--- src/rtl/dice_pkg.sv ---
// Shared definitions for the dice roller front end: button FSM encoding,
// roll counter width and default timing constants.
package dice_pkg;

  typedef enum logic [1:0] {
    IDLE        = 2'd0,
    ARM_PRESS   = 2'd1,
    HELD        = 2'd2,
    ARM_RELEASE = 2'd3
  } btn_state_e;

  localparam int ROLL_COUNT_W        = 8;
  localparam int DEBOUNCE_CYCLES_DEF = 16;
  localparam int REPEAT_CYCLES_DEF   = 4096;

endpackage

--- src/rtl/sync_2ff.sv ---
// Two-flop synchroniser for a single asynchronous level; async active-low
// reset clears both flops to 0.
module sync_2ff (
  input  logic CLK,
  input  logic RST,
  input  logic din,
  output logic dout
);

  logic sync_p0;
  logic sync_p1;

  always_ff @(posedge CLK or negedge RST) begin
    if (!RST) begin
      sync_p0 <= 1'b0;
      sync_p1 <= 1'b0;
    end else begin
      sync_p0 <= din;
      sync_p1 <= sync_p0;
    end
  end

  assign dout = sync_p1;

endmodule

--- src/rtl/roll_button_conditioner.sv ---
// Turns a bouncy push-button into one ROLL pulse per debounced press, locked
// out while the dice is spinning. Optional auto-repeat: BTN_AUTOREPEAT_EN.
module roll_button_conditioner
  import dice_pkg::*;
#(
  parameter int DEBOUNCE_CYCLES = DEBOUNCE_CYCLES_DEF,
  parameter int REPEAT_CYCLES   = REPEAT_CYCLES_DEF
) (
  input  logic                    CLK,
  input  logic                    RST,
  input  logic                    BTN,
  input  logic                    SETTLED,
  output logic                    ROLL,
  output logic                    BTN_LEVEL,
  output logic [ROLL_COUNT_W-1:0] ROLL_COUNT
);

  localparam int               CNT_W    = $clog2(DEBOUNCE_CYCLES + 1);
  localparam logic [CNT_W-1:0] CNT_ONE  = CNT_W'(1);
  localparam logic [CNT_W-1:0] CNT_LAST = CNT_W'(DEBOUNCE_CYCLES - 1);

  function automatic logic [CNT_W-1:0] sat_inc(input logic [CNT_W-1:0] v);
    return (&v) ? v : v + CNT_W'(1);
  endfunction

  logic                    s;
  btn_state_e              state_p0, state_nxt;
  logic [CNT_W-1:0]        cnt_p0, cnt_nxt;
  logic                    level_p0, level_nxt;
  logic                    roll_p0, roll_nxt;
  logic [ROLL_COUNT_W-1:0] count_p0, count_nxt;

  // Stage: synchronise the raw button into the CLK domain
  sync_2ff u_sync (
    .CLK  (CLK),
    .RST  (RST),
    .din  (BTN),
    .dout (s)
  );

`ifdef BTN_AUTOREPEAT_EN
  localparam int               RPT_W    = $clog2(REPEAT_CYCLES + 1);
  localparam logic [RPT_W-1:0] RPT_LAST = RPT_W'(REPEAT_CYCLES);

  logic [RPT_W-1:0] rpt_p0, rpt_nxt;

  always_ff @(posedge CLK or negedge RST) begin
    if (!RST) rpt_p0 <= '0;
    else      rpt_p0 <= rpt_nxt;
  end
`else
  logic unused_rpt;
  assign unused_rpt = (REPEAT_CYCLES > 0);
`endif

  // Stage: debounce FSM and roll generation
  always_comb begin
    state_nxt = state_p0;
    cnt_nxt   = cnt_p0;
    level_nxt = level_p0;
    roll_nxt  = 1'b0;
    count_nxt = count_p0;
    case (state_p0)
      IDLE: begin
        if (s) begin
          state_nxt = ARM_PRESS;
          cnt_nxt   = CNT_ONE;
        end
      end
      ARM_PRESS: begin
        if (!s) begin
          state_nxt = IDLE;
          cnt_nxt   = '0;
        end else if (cnt_p0 >= CNT_LAST) begin
          // SETTLED matters only on this accepting edge
          state_nxt = HELD;
          cnt_nxt   = '0;
          level_nxt = 1'b1;
          roll_nxt  = SETTLED;
        end else begin
          cnt_nxt = sat_inc(cnt_p0);
        end
      end
      HELD: begin
        if (!s) begin
          state_nxt = ARM_RELEASE;
          cnt_nxt   = CNT_ONE;
        end
      end
      ARM_RELEASE: begin
        if (s) begin
          state_nxt = HELD;
          cnt_nxt   = '0;
        end else if (cnt_p0 >= CNT_LAST) begin
          state_nxt = IDLE;
          cnt_nxt   = '0;
          level_nxt = 1'b0;
        end else begin
          cnt_nxt = sat_inc(cnt_p0);
        end
      end
    endcase
`ifdef BTN_AUTOREPEAT_EN
    rpt_nxt = '0;
    if (state_p0 == HELD && state_nxt == HELD) begin
      if (rpt_p0 + RPT_W'(1) == RPT_LAST) begin
        roll_nxt = SETTLED;
      end else begin
        rpt_nxt = rpt_p0 + RPT_W'(1);
      end
    end
`endif
    if (roll_nxt) count_nxt = count_p0 + ROLL_COUNT_W'(1);
  end

  always_ff @(posedge CLK or negedge RST) begin
    if (!RST) begin
      state_p0 <= IDLE;
      cnt_p0   <= '0;
      level_p0 <= 1'b0;
      roll_p0  <= 1'b0;
      count_p0 <= '0;
    end else begin
      state_p0 <= state_nxt;
      cnt_p0   <= cnt_nxt;
      level_p0 <= level_nxt;
      roll_p0  <= roll_nxt;
      count_p0 <= count_nxt;
    end
  end

  assign ROLL       = roll_p0;
  assign BTN_LEVEL  = level_p0;
  assign ROLL_COUNT = count_p0;

endmodule

--- config.mk ---
export PLATFORM = sky130hd
export DESIGN_NAME = roll_button_conditioner
export DESIGN_NICKNAME = d
export VERILOG_FILES = /design/src/rtl/dice_pkg.sv /design/src/rtl/sync_2ff.sv /design/src/rtl/roll_button_conditioner.sv
export SDC_FILE = /design/constraint.sdc
export NUM_CORES = 1
export LEC_CHECK = 0
export BUFFER_PORTS_ARGS = -buffer_cell sky130_fd_sc_hd__buf_2
export CORE_UTILIZATION = 35
export DETAILED_ROUTE_END_ITERATION = 6
export MAX_ROUTING_LAYER = met4
export PLACE_DENSITY = 0.55
export SETUP_SLACK_MARGIN = 0.15
export SLEW_MARGIN = 0
export SYNTH_ARGS = -nofsm -noshare
export SYNTH_HDL_FRONTEND = slang
export SYNTH_HIERARCHICAL = 1
export SYNTH_SLANG_ARGS = --single-unit
--- constraint.sdc ---
create_clock -name CLK -period 2.4 [get_ports CLK]
set_clock_uncertainty 0.15 [all_clocks]
set_input_delay 0.24 -clock CLK [delete_from_list [all_inputs] [get_ports CLK]]
set_output_delay 0.24 -clock CLK [all_outputs]
set_load 0.02 [all_outputs]
==> flow_metrics.env <==
export IMPL_cts_sinks=19
export IMPL_ios=14
export IMPL_p_per_area_mw_per_mm2=535
export IMPL_drt_iter0_markers=2
export IMPL_clockBufferDepth=2
export IMPL_start_kind="register"
export IMPL_final_common_cell="dfrtp_1"
export IMPL_reg2reg_from="cnt_p0[0]"
export IMPL_crit_chain="ha_1 > a211oi_2 > or3b_1 > mux2_4"
export IMPL_hold_violations=0
export IMPL_power_switching_uw=123
export IMPL_syn_inst=71
export IMPL_synth_area_per_cell_um2=11.9
export IMPL_cp_depth=4
export IMPL_drcViolationCount=0
export IMPL_power_share_combinational_pct=6.6
export IMPL_globalRouteTotalUtil_pct=14.3
export IMPL_worst_r2r_setup_slack_ns=0.50
export IMPL_maxCapViolCount=0
export IMPL_syn_nets=77
export IMPL_port_buffers=13
export IMPL_setup_tns_ns=0
export IMPL_status="finished, final reports clean"
export IMPL_cp_max_fo=5
export IMPL_power_uw=529
export IMPL_viasPerCell=5.00
export IMPL_syn_to_final_growth_pct=16.8
export IMPL_arrival_ns=1.93
export IMPL_rsz0062_at_grt="false"
export IMPL_layout_drive_gt1_share_pct=23.6
export IMPL_power_leakage_nw=0.496
export IMPL_totalWireLength_um=1500
export IMPL_num_vias=585
export IMPL_hold_start="SETTLED"
export IMPL_ir_drop_mv=0.259
export IMPL_post_cts_buffers=0
export IMPL_synth_cell_types=26
export IMPL_start_util_pct=37.6
export IMPL_top_usage_layer="met2"
export IMPL_relSlewSlack_pct=71.8
export IMPL_end_kind="register"
export IMPL_postSynth_asyncResetShare_pct=100
export IMPL_grt_max_degree=20
export IMPL_layout_nets=96
export IMPL_hold_class="input pin to register"
export IMPL_dp_hpwl_um=1050
export IMPL_synth_warnings=6
export IMPL_fmax_ghz=0.528
export IMPL_max_stage_delay_ns=0.45
export IMPL_use_met1_pct=17.6
export IMPL_netlist_area_um2=847
export IMPL_synth_seq_area_share_pct=56.1
export IMPL_clock_power_share_pct=29.6
export IMPL_cts_resized=0
export IMPL_ys_ff_latch=19
export IMPL_antenna_found_initial=0
export IMPL_antenna_left=0
export IMPL_hold_buffers=2
export IMPL_critical_path_slowest_cell="dfrtp_1"
export IMPL_swShare_pct=23.2
export IMPL_grt_use_met2_pct=22.4
export IMPL_placementRows=17
export IMPL_reg2regPathDepth=4
export IMPL_tightestPinTransition_ns=0.423
export IMPL_die_area_mm2=0.00262
export IMPL_wl_per_cell_um=12.8
export IMPL_period_minus_slack_ns=1.90
export IMPL_seq_power_share_pct=63.8
export IMPL_grt_overflow_total=0
export IMPL_die_height_um=51.2
export IMPL_cts_tree="done"
export IMPL_crit_start="cnt_p0[0]"
export IMPL_postLayoutCellArea_um2=990
export IMPL_first_pass_iters=4
export IMPL_grt_pass1_vias=567
export IMPL_grtUsageMet3_pct=4.46
export IMPL_worst_path_buf_inv=0
export IMPL_setup_viol=0
export IMPL_critical_path_top_delay_family="flip-flops"
export IMPL_core_area_mm2=0.00225
export IMPL_num_antenna_cells=0
export IMPL_placed_area_um2=943
export IMPL_gp_congestion=0.803
export IMPL_die_x_um=51.2
export IMPL_synth_edff_count=0
export IMPL_cts_made_buffers=3
export IMPL_p_int_uw=406
export IMPL_cp_required_ns=2.43
export IMPL_critPathKind="register to register"
export IMPL_grt_pass1_wl_um=2590
export IMPL_clk_pin_slew_ns=0.11
export IMPL_clock_latency_ns=0.29
export IMPL_htreeDepth=1
export IMPL_final_cell_mix="19 x dfrtp_1, 13 x buf_2, 8 x xnor2_1"
export IMPL_cts_root_buf="clkbuf_4"
export IMPL_yosys_most_used_dff="dfrtp_1"
export IMPL_finalCritPeriodShare_pct=79.0
export IMPL_slew_viol_final=0
[worst min path at each step]
| stage | slack [ns] | cells after the start | to |
|---|---|---|---|
| final | 0.17 | 3 | ROLL |
| after global routing | 0.15 | 3 | ROLL |
| after CTS | 0.15 | 3 | ROLL |
| after detailed placement | 0.05 | 1 | async pin |
| after global placement | 0.06 | 1 | async pin |
| after floorplan | -0.21 | 0 | BTN_LEVEL |
[registers in the layout, indices dropped and copies added (netlist names), named ones only]
signal          count
ROLL_COUNT          8
BTN_LEVEL           1
cnt_p0              5
u_sync/dout         1
ROLL                1
state_p0            1
u_sync/sync_p0      1
[final cells by class]
type / count / area [um^2]
multi-input combinational: 51 / 368
clock buffer: 4 / 26.3
fill: 230 / 1260
sequential: 19 / 475
tap: 28 / 35.0
timing repair buffer: 15 / 85.1
[cell families after synthesis]
| group | synth area share (%) |
|---|---|
| simple gates | 17.6 |
| buf+inv | 0.443 |
| flops | 56.1 |
| fa+ha+maj | 2.95 |
| compound gates | 9.45 |
| mux | 3.10 |
| xor+xnor | 10.3 |
[tightest hold or removal path, delay by kind of cell]
| family | cells | cell delay (ns) |
|---|---|---|
| and+or+nand+nor | 2 | 0.22 |
| buffers and inverters | 1 | 0.10 |
[power groups by stage]
stage / combinational (mW) / clock (mW) / sequential [mW]
2_1_floorplan: 0.0224 / 0 / 0.340
3_3_place_gp: 0.0325 / 0 / 0.343
3_5_place_dp: 0.0331 / 0 / 0.344
4_1_cts: 0.0356 / 0.167 / 0.338
5_1_grt: 0.0403 / 0.183 / 0.340
6_report: 0.0349 / 0.157 / 0.338
[stage by stage]
stage | utilization [%] | hold WS, ns | instances | setup slack, ns
2_1_floorplan | - | -0.206 | 71 | 0.639
3_3_place_gp | 41.8 | 0.0634 | 111 | 0.597
3_5_place_dp | 41.8 | 0.0539 | 111 | 0.511
4_1_cts | 43.9 | 0.146 | 117 | 0.503
5_1_grt | 43.9 | 0.153 | 117 | 0.374
6_report | 43.9 | 0.168 | 117 | 0.505
[cell usage after synthesis, types with 2 or more instances]
cell     number  area share (%)
a21oi_1       2             1.2
and3_1        4             3.0
dfrtp_1      19              56
ha_1          2             3.0
nand2_1       6             2.7
nand4_1       5             3.7
nor2_1        3             1.3
o21ai_0       2             1.2
o22ai_1       3             2.2
xnor2_1       8             8.3
xor2_1        2             2.1
[metal layers]
layer | share of wire [%] | vias up
li1 | - | 296
met1 | 49 | 278
met2 | 47 | 9
met3 | 2.7 | 2
met4 | 0.80 | 0
met5 | 0 | -
(Power assumes the default switching activity.)
